[config.mk]
export PLATFORM = sky130hd
export DESIGN_NAME = duty_button_ctrl
export DESIGN_NICKNAME = d
export VERILOG_FILES = /design/src/rtl/duty_button_ctrl.sv
export SDC_FILE = /design/constraint.sdc
export NUM_CORES = 1
export LEC_CHECK = 0
export ABC_AREA = 1
export CAP_MARGIN = 20
export CORE_MARGIN = 4
export CORE_UTILIZATION = 63
export CTS_BUF_LIST = sky130_fd_sc_hd__clkbuf_16
export DETAILED_ROUTE_END_ITERATION = 16
export GPL_TIMING_DRIVEN = 0
export PLACE_DENSITY = 0.93
export SETUP_SLACK_MARGIN = 0.05
export SYNTH_ARGS = -nofsm -noshare
export SYNTH_HDL_FRONTEND = slang
export SYNTH_SLANG_ARGS = --single-unit
[constraint.sdc]
create_clock -name clock -period 2.26 [get_ports clock]
set_clock_uncertainty 0.05 [all_clocks]
set_input_delay 0.226 -clock clock [delete_from_list [all_inputs] [get_ports clock]]
set_output_delay 0.226 -clock clock [all_outputs]
set_load 0.05 [all_outputs]
[src/rtl/duty_button_ctrl.sv]
// duty_button_ctrl: synchronizes, debounces and arbitrates the duty-adjust buttons into stretched pulses.
// Define BUTTON_AUTOREPEAT_EN to add auto-repeat while a button stays held.
module duty_button_ctrl #(
    parameter int DEBOUNCE_CYCLES = 16,
    parameter int REPEAT_DELAY    = 64,
    parameter int REPEAT_PERIOD   = 16,
    parameter int PULSE_CYCLES    = 4
) (
    input  logic clock,
    input  logic reset,
    input  logic btn_up,
    input  logic btn_down,
    output logic incr_duty,
    output logic decr_duty
);
    localparam int MAX_A = (DEBOUNCE_CYCLES > REPEAT_DELAY) ? DEBOUNCE_CYCLES : REPEAT_DELAY;
    localparam int MAX_B = (REPEAT_PERIOD > PULSE_CYCLES) ? REPEAT_PERIOD : PULSE_CYCLES;
    localparam int MAX_P = (MAX_A > MAX_B) ? MAX_A : MAX_B;
    localparam int TW    = $clog2(MAX_P) + 1;

    localparam logic [TW-1:0] DB_LAST  = TW'(DEBOUNCE_CYCLES - 1);
    localparam logic [TW-1:0] PULSE_LD = TW'(PULSE_CYCLES);
`ifdef BUTTON_AUTOREPEAT_EN
    localparam logic [TW-1:0] DELAY_LD  = TW'(REPEAT_DELAY);
    localparam logic [TW-1:0] PERIOD_LD = TW'(REPEAT_PERIOD);
`endif

    localparam bit PARAMS_OK = (PULSE_CYCLES >= 2) && (REPEAT_PERIOD >= 2 * PULSE_CYCLES);

    typedef enum logic [1:0] {
        S_IDLE    = 2'd0,
        S_HOLD    = 2'd1,
`ifdef BUTTON_AUTOREPEAT_EN
        S_REPEAT  = 2'd2,
`endif
        S_LOCKOUT = 2'd3
    } state_t;

    // Bit 0 carries the up button, bit 1 the down button.
    logic [1:0]          sync1_q;
    logic [1:0]          sync2_q;
    logic [1:0]          db_q;
    logic [1:0]          db_prev_q;
    logic [1:0][TW-1:0]  db_cnt_q;

    state_t              state_q, state_d;
    logic                dir_q, dir_d;          // 1 = up, 0 = down
`ifdef BUTTON_AUTOREPEAT_EN
    logic [TW-1:0]       timer_q, timer_d;
`endif
    logic                fire;
    logic                fire_up;
    logic [TW-1:0]       pcnt_q;
    logic                pdir_q;
    logic                incr_q, decr_q;

    logic                db_up, db_dn, up_rise, dn_rise, active, opposite;
    logic                params_ok;

    assign params_ok = PARAMS_OK;

    always_comb begin : param_check
        assert (params_ok)
            else $error("duty_button_ctrl: PULSE_CYCLES must be >= 2 and REPEAT_PERIOD >= 2*PULSE_CYCLES");
    end

    // Synchronizer and symmetric debouncer: a level flips only after a full run of disagreeing samples.
    always_ff @(posedge clock) begin
        if (reset) begin
            sync1_q   <= '0;
            sync2_q   <= '0;
            db_q      <= '0;
            db_prev_q <= '0;
            db_cnt_q  <= '0;
        end else begin
            sync1_q   <= {btn_down, btn_up};
            sync2_q   <= sync1_q;
            db_prev_q <= db_q;
            for (int i = 0; i < 2; i++) begin
                if (sync2_q[i] == db_q[i]) begin
                    db_cnt_q[i] <= '0;
                end else if (db_cnt_q[i] == DB_LAST) begin
                    db_q[i]     <= ~db_q[i];
                    db_cnt_q[i] <= '0;
                end else begin
                    db_cnt_q[i] <= db_cnt_q[i] + 1'b1;
                end
            end
        end
    end

    assign db_up    = db_q[0];
    assign db_dn    = db_q[1];
    assign up_rise  = db_q[0] & ~db_prev_q[0];
    assign dn_rise  = db_q[1] & ~db_prev_q[1];
    assign active   = dir_q ? db_up : db_dn;
    assign opposite = dir_q ? db_dn : db_up;

    always_ff @(posedge clock) begin
        if (reset) begin
            state_q <= S_IDLE;
            dir_q   <= 1'b0;
`ifdef BUTTON_AUTOREPEAT_EN
            timer_q <= '0;
`endif
        end else begin
            state_q <= state_d;
            dir_q   <= dir_d;
`ifdef BUTTON_AUTOREPEAT_EN
            timer_q <= timer_d;
`endif
        end
    end

    always_comb begin
        state_d = state_q;
        dir_d   = dir_q;
        fire    = 1'b0;
        fire_up = dir_q;
`ifdef BUTTON_AUTOREPEAT_EN
        timer_d = (timer_q != '0) ? timer_q - 1'b1 : timer_q;
`endif
        case (state_q)
            S_IDLE: begin
                if (db_up && db_dn) begin
                    state_d = S_LOCKOUT;
                end else if (up_rise || dn_rise) begin
                    fire    = 1'b1;
                    fire_up = up_rise;
                    dir_d   = up_rise;
                    state_d = S_HOLD;
`ifdef BUTTON_AUTOREPEAT_EN
                    timer_d = DELAY_LD;
`endif
                end
            end
`ifdef BUTTON_AUTOREPEAT_EN
            S_HOLD, S_REPEAT: begin
                // Release wins over a lockout, which wins over a due repeat.
                if (!active) begin
                    state_d = S_IDLE;
                end else if (opposite) begin
                    state_d = S_LOCKOUT;
                end else if (timer_q == TW'(1)) begin
                    fire    = 1'b1;
                    fire_up = dir_q;
                    timer_d = PERIOD_LD;
                    state_d = S_REPEAT;
                end
            end
`else
            S_HOLD: begin
                if (!active) begin
                    state_d = S_IDLE;
                end else if (opposite) begin
                    state_d = S_LOCKOUT;
                end
            end
`endif
            S_LOCKOUT: begin
                if (!db_up && !db_dn) begin
                    state_d = S_IDLE;
                end
            end
            default: state_d = S_IDLE;
        endcase
    end

    // Pulse stretcher: one shared counter and direction bit keep the two outputs mutually exclusive.
    always_ff @(posedge clock) begin
        if (reset) begin
            pcnt_q <= '0;
            pdir_q <= 1'b0;
            incr_q <= 1'b0;
            decr_q <= 1'b0;
        end else begin
            if (fire) begin
                pcnt_q <= PULSE_LD;
                pdir_q <= fire_up;
            end else if (pcnt_q != '0) begin
                pcnt_q <= pcnt_q - 1'b1;
            end
            incr_q <= (pcnt_q != '0) &&  pdir_q;
            decr_q <= (pcnt_q != '0) && !pdir_q;
        end
    end

    assign incr_duty = incr_q;
    assign decr_duty = decr_q;

endmodule

==> results of run 1 <==
==> synth_stat cells <==
| master | n | area (um^2) |
|---|---|---|
| sky130_fd_sc_hd__nor2_1 | 40 | 150 |
| sky130_fd_sc_hd__dfxtp_1 | 35 | 701 |
| sky130_fd_sc_hd__nand2_1 | 28 | 105 |
| sky130_fd_sc_hd__inv_1 | 25 | 93.8 |
| sky130_fd_sc_hd__xor2_1 | 11 | 96.3 |
| sky130_fd_sc_hd__nand3_1 | 10 | 50.1 |
| sky130_fd_sc_hd__a21oi_1 | 6 | 30.0 |
| sky130_fd_sc_hd__ha_1 | 4 | 50.1 |
| sky130_fd_sc_hd__nand2_2 | 4 | 25.0 |
| sky130_fd_sc_hd__nor3_1 | 4 | 20.0 |
| sky130_fd_sc_hd__o21ai_0 | 3 | 15.0 |
| sky130_fd_sc_hd__xnor2_1 | 3 | 26.3 |
| sky130_fd_sc_hd__nand3_2 | 2 | 20.0 |
| sky130_fd_sc_hd__a21oi_2 | 1 | 8.76 |
| sky130_fd_sc_hd__a31oi_1 | 1 | 6.26 |
| sky130_fd_sc_hd__and2_1 | 1 | 6.26 |
| sky130_fd_sc_hd__buf_2 | 1 | 5.00 |
| sky130_fd_sc_hd__inv_8 | 1 | 11.3 |
| sky130_fd_sc_hd__nand2_4 | 1 | 11.3 |
| sky130_fd_sc_hd__nand3b_4 | 1 | 20.0 |
| sky130_fd_sc_hd__nor2_2 | 1 | 6.26 |
| sky130_fd_sc_hd__nor2_4 | 1 | 11.3 |
| sky130_fd_sc_hd__nor3b_2 | 1 | 12.5 |
| sky130_fd_sc_hd__o21ai_1 | 1 | 5.00 |
| sky130_fd_sc_hd__o31ai_1 | 1 | 7.51 |
==> flip-flops by register name (all words and copies together) (netlist names) <==
name	flops
db_cnt_q	14
incr_duty	1
sync2_q	2
sync1_q	2
state_q	2
db_prev_q	2
pcnt_q	7
decr_duty	1
db_q	2
dir_q	1
pdir_q	1
==> report_power, final <==
group / total [mW] / switching, mW / leakage, nW / internal [mW]
clock network: 0.634 / 0.239 / 0.0671 / 0.395
registers: 0.711 / 0.0371 / 0.285 / 0.674
logic: 0.357 / 0.216 / 0.371 / 0.141
==> kinds of logic (layout without fill, tap and decap cells) <==
group | Yosys count | in the layout | synth area share, %
flops | 35 | 35 | 46.9
xor+xnor | 14 | 14 | 8.21
fa+ha+maj | 4 | 4 | 3.35
compound gates | 13 | 13 | 4.86
buf+inv | 27 | 38 | 7.37
simple gates | 94 | 94 | 29.3
==> layer usage <==
| layer | vias to the layer above | GRT usage, % |
|---|---|---|
| li1 | 604 | - |
| met1 | 533 | 20.0 |
| met2 | 24 | 33.8 |
| met4 | 0 | 11.5 |
| met5 | - | 0 |
| met3 | 7 | 7.13 |
==> through the flow <==
stage	hold WS (ps)	power, mW
2_1_floorplan	283	0.999
3_3_place_gp	339	1.05
3_5_place_dp	355	1.08
4_1_cts	235	1.72
5_1_grt	248	1.80
6_report	239	1.70
==> how the worst max path moves through the flow <==
| stage | endpoint | slack, ps |
|---|---|---|
| after CTS | incr_duty | 610 |
| after global placement | decr_duty | 910 |
| after floorplan | db_q[0]$_SDFFE_PP0P_ | 1040 |
| after global routing | incr_duty | 570 |
| final | incr_duty | 620 |
| after detailed placement | incr_duty | 910 |
==> final cells by class <==
class | count | area (um^2)
Buffer | 1 | 5.00
Clock buffer | 5 | 125
Clock inverter | 2 | 8.76
Fill cell | 164 | 531
Inverter | 26 | 105
Multi-Input combinational cell | 125 | 683
Sequential cell | 35 | 701
Tap cell | 28 | 35.0
Timing Repair Buffer | 4 | 40.0
==> results_dict.tcl, run 1 <==
set metrics [dict create \
    detail_route.wl_per_cell_um 11.7 \
    rrSetupSlack_ps 890 \
    n_antenna_cell 0 \
    gpl.final_weighted_congestion 0.792 \
    number_of_gates_given_a_new_drive_strength_after_cts 0 \
    chipHeight_um 56.7 \
    worst_ep_required_time_ps 1980 \
    crit_path_largest_cell_delay_ps 790 \
    final-max-slew-violation-count 0 \
    cellPowerDensity_nw_per_um2 1000 \
    drtIter0Drc 35 \
    synthesis_to_layout_area_growth_pct 14.0 \
    dr_wl_met3_um 100 \
    worstPathArrival_ps 1370 \
    synthesis.instances 187 \
    buffers_from_clock_root_to_sink_at_most 2 \
    worst-path-buf-inv 1 \
    drt_first_pass_iters 4 \
    synth_warnings 0 \
    reg2reg_from "db_cnt_q[0]$_SDFF_PP0_" \
    dpl_cell_area_um2 1570 \
    finish.cell_count_without_fillers 226 \
    dpl.cell_count 219 \
    timing.fmax_ghz 0.608 \
    post_placement_worst_setup_slack_ps 910 \
    m1WireLength_um 1130 \
    synth_seq_cells 35 \
    worst_path_dominant_cell_family "buffers and inverters" \
    drt_drc_violations_left 0 \
    hold_path.startpoint "reset" \
    coreArea_um2 2230 \
    max_cap_violations 0 \
    utilization_pct 76.2 \
    post_layout_nets 206 \
    share_of_the_yosys_chip_area_belonging_to_registers_pct 46.9 \
    route.final.wire_length_um 2660 \
    final_layout_size_suffix_gt1_share_pct 10.1 \
    grt_util_all_layers_pct 19.6 \
    clkSlewWorstSetupHoldPaths_ps 50 \
    clk_root_buffer_cell "sky130_fd_sc_hd__clkbuf_16" \
    grt.overflow.total 0 \
    outcome "completed" \
    final.min_clock_period_ps 1640 \
    timing.slew.headroom_pct 67.2 \
    tightest_slew_ps 490 \
    crit_cells 1 \
    rows 17 \
    setup_viol_count_final 0 \
    holdBufCountCts 0 \
    synth.cell_area_um2 1490 \
    clk_latency_ps 280 \
    portBuffers 4 \
    mean_area_per_synthesized_cell_um2 7.99 \
    rsz_0062_raised_after_global_routing "false" \
    reg2reg_path_depth 6 \
    most_used_cells_in_the_layout_excluding_fill_and_tap_cells "40 x sky130_fd_sc_hd__nor2_1, 35 x sky130_fd_sc_hd__dfxtp_1, 28 x sky130_fd_sc_hd__nand2_1" \
    worstSetupStartpointType "flop" \
    timing.critical_path.from "incr_duty$_SDFF_PP0_" \
    initial_utilization_pct 66.9 \
    fin_area_um2 1700 \
    cts_max_level 2 \
    hold_path_class "in -> reg" \
    cts.sinks 35 \
    grt_start_max_net_pins 11 \
    final.period_utilization_pct 72.7 \
    critPathMaxFanout 1 \
    antenna_found_initial 0 \
    fin_tns_setup_ps 0 \
    highest_layer "met4" \
    min_to "sync2_q[1]$_SDFF_PP0_" \
    setup.worst_path.class "reg -> out" \
    place.detailed.hpwl_um 1900 \
    critical_path.endpoint_type "output pin" \
    yosysUniqueCellTypes 25 \
    numCtsBuffers 5 \
    critical_path.reg2reg.endpoint "db_cnt_q[5]$_SDFF_PP0_" \
    final-hold-violation-count 0 \
    ant_nets 0 \
    timing.hold.worst_path_depth 2 \
    worst_ir_drop_vdd_mv 0.904 \
    wl_met2_um 1350 \
    grt_pass1_vias 1195 \
    top_level_ports 6 \
    grt_pass1_wl_um 4840 \
    timing.critical_path.cells "clkdlybuf4s50_1" \
    mostFrequentLayoutCell "sky130_fd_sc_hd__nor2_1" \
    layout_setup_ws_ps 616 \
    cp_slowest_cell "sky130_fd_sc_hd__clkdlybuf4s50_1" \
    syn_nets 195 \
    cts_post_setup_buffers_inserted 0 \
    detailroute.via_count 1168 \
    die_width_um 56.7 \
    design.die.area_um2 3210 \
    clock_tree_from_tritoncts "yes" \
    drt-vias-per-instance 5.17 \
    p_leak_nw 0.723 \
]
Note: power is estimated with default switching activity, not from simulation.
==> run 2: changes to the inputs <==
- CORE_UTILIZATION: 63 -> 52
- PLACE_DENSITY: 0.93 -> 0.84
- clock period: 2.26 -> 1.5 ns (I/O delays scaled with it)
==> results_dict.tcl, run 2 (synthesized netlist as in run 1, its figures left out) <==
set metrics [dict create \
    crit_cells 6 \
    clock_tree_from_tritoncts "yes" \
    critical_path.endpoint_type "flop" \
    portBuffers 4 \
    critical_path.reg2reg.endpoint "db_cnt_q[5]$_SDFF_PP0_" \
    drt-vias-per-instance 4.77 \
    final_layout_size_suffix_gt1_share_pct 12.0 \
    tightest_slew_ps 485 \
    max_cap_violations 0 \
    timing.critical_path.cells "ha_1 -> nand3_1 -> nor2_2 -> nand3_1 -> nand3_2 -> nor2_1" \
    final-max-slew-violation-count 0 \
    critPathMaxFanout 7 \
    cp_slowest_cell "sky130_fd_sc_hd__dfxtp_1" \
    leading_registers_by_flop_count "db_cnt_q: 14 flops, pcnt_q: 7 flops" \
    cts_max_level 2 \
    initial_utilization_pct 54.2 \
    n_antenna_cell 0 \
    design.die.area_um2 3790 \
    setup_viol_count_final 0 \
    dpl.cell_count 222 \
    grt.overflow.total 0 \
    min_to "sync1_q[0]$_SDFF_PP0_" \
    drtIter0Drc 32 \
    setup.worst_path.class "reg -> reg" \
    rows 19 \
    worst_path_most_repeated_cell "sky130_fd_sc_hd__nand3_1" \
    drt_first_pass_iters 4 \
    outcome "completed" \
    post_layout_nets 207 \
    grt_util_all_layers_pct 15.3 \
    cellPowerDensity_nw_per_um2 1550 \
    timing.fmax_ghz 0.760 \
    filler_cell_count 230 \
    max_reg_flops 14 \
    timing.slew.headroom_pct 67.8 \
    most_used_cells_in_the_layout_excluding_fill_and_tap_cells "38 x sky130_fd_sc_hd__nor2_1, 35 x sky130_fd_sc_hd__dfxtp_1, 28 x sky130_fd_sc_hd__nand2_1" \
    hold_path_class "in -> reg" \
    clkSlewWorstSetupHoldPaths_ps 50 \
    utilization_pct 63.3 \
    final-hold-violation-count 0 \
    chipHeight_um 61.6 \
    gpl.final_weighted_congestion 0.804 \
    hold_path.startpoint "reset" \
    p_leak_nw 0.747 \
    synthesis_to_layout_area_growth_pct 16.9 \
    max_flop_register "db_cnt_q" \
    drt_drc_violations_left 0 \
    worstPathArrival_ps 1430 \
    clk_root_buffer_cell "sky130_fd_sc_hd__clkbuf_16" \
    top_level_ports 6 \
    buffers_from_clock_root_to_sink_at_most 2 \
    grt_pass1_vias 1012 \
    final.period_utilization_pct 87.7 \
    fin_tns_setup_ps 0 \
    antenna_found_initial 0 \
    place.detailed.hpwl_um 1520 \
    grt_start_max_net_pins 12 \
    worstSetupStartpointType "flop" \
    worst_path_dominant_cell_family "simple AND/OR/NAND/NOR gates" \
    clk_latency_ps 280 \
    finish.cell_count_without_fillers 231 \
    timing.hold.worst_path_depth 2 \
    numCtsBuffers 5 \
    die_width_um 61.6 \
    worst-path-buf-inv 0 \
    reg2reg_path_depth 6 \
    ant_nets 0 \
    grt_pass1_wl_um 4130 \
    detailroute.via_count 1103 \
    route.final.wire_length_um 2280 \
    crit_path_largest_cell_delay_ps 350 \
    cts.sinks 35 \
    rrSetupSlack_ps 180 \
    worst_ep_required_time_ps 1620 \
    worst_ir_drop_vdd_mv 1.37 \
    detail_route.wl_per_cell_um 9.85 \
    final.min_clock_period_ps 1320 \
    reg2reg_from "db_cnt_q[0]$_SDFF_PP0_" \
    mostFrequentLayoutCell "sky130_fd_sc_hd__nor2_1" \
    rsz_0062_raised_after_global_routing "true" \
    coreArea_um2 2760 \
]
run 2: cell count changes in the layout (fill, tap and decap cells not counted), sizes merged:
cell,change
buf,+1
bufinv,+1
clkdlybuf4s50,-2
dlygate4sd2,+2
run 2: where the power goes:
group	internal [mW]	switching (mW)	total [mW]	leakage, nW
clock network	0.773	0.369	1.14	0.0812
logic	0.200	0.305	0.506	0.381
registers	1.02	0.0513	1.07	0.285
run 2: worst register-to-register path: stages, from the launching register on:
cell	delay [ps]
sky130_fd_sc_hd__dfxtp_1	350
sky130_fd_sc_hd__ha_1	190
sky130_fd_sc_hd__nand3_1	130
sky130_fd_sc_hd__nor2_2	170
sky130_fd_sc_hd__nand3_1	110
sky130_fd_sc_hd__nand3_2	140
sky130_fd_sc_hd__nor2_1	60
run 2: worst max-delay path by stage:
stage / slack (ps) / from / endpoint
2_1_floorplan: 280 / db_cnt_q[0]$_SDFF_PP0_ / db_q[0]$_SDFFE_PP0P_
3_3_place_gp: 190 / db_cnt_q[0]$_SDFF_PP0_ / db_q[0]$_SDFFE_PP0P_
3_5_place_dp: 180 / db_cnt_q[7]$_SDFF_PP0_ / db_cnt_q[11]$_SDFF_PP0_
4_1_cts: 170 / db_cnt_q[7]$_SDFF_PP0_ / db_cnt_q[13]$_SDFF_PP0_
5_1_grt: 40 / db_cnt_q[0]$_SDFF_PP0_ / db_cnt_q[5]$_SDFF_PP0_
6_report: 180 / db_cnt_q[0]$_SDFF_PP0_ / db_cnt_q[5]$_SDFF_PP0_
run 2: layer usage:
metal / vias up / global-route usage (%) / wire (um)
met4: 0 / 8.18 / 56
met1: 473 / 18.4 / 1060
li1: 604 / - / -
met3: 7 / 5.66 / 123
met2: 19 / 23.5 / 1040
met5: - / 0 / 0
run 2: final cells by class:
class / count / area [um^2] / share of cell area, %
sequential: 35 / 701 / 40.1
multi-input combinational: 125 / 688 / 39.4
clock buffer: 5 / 125 / 7.16
inverter: 26 / 105 / 6.02
timing repair buffer: 5 / 45.0 / 2.58
clock inverter: 3 / 38.8 / 2.22
tap: 31 / 38.8 / 2.22
buffer: 1 / 5.00 / 0.287
run 2: per-stage QoR:
step | power, mW | setup slack, ps | cell area [um^2] | hold WS (ps)
6_report | 2.71 | 184 | 1750 | 162
5_1_grt | 2.87 | 35.4 | 1750 | 173
4_1_cts | 2.74 | 169 | 1730 | 164
3_5_place_dp | 1.60 | 177 | 1570 | 346
3_3_place_gp | 1.59 | 192 | 1570 | 339
2_1_floorplan | 1.50 | 279 | 1490 | 207
run 2: timing repair:
| item | CTS | global route |
|---|---|---|
| buffers inserted | 0 | 1 |
| gates resized for setup | 2 | 3 |
| pin swaps | 0 | 1 |
| endpoints found under the setup margin | 2 | 10 |
| hold buffers | 0 | 0 |
==> run 3: changes to the inputs <==
- SLEW_MARGIN: default -> 20
==> results of run 3 <==
The final DEF is identical to that of run 2; final timing and power are the same.
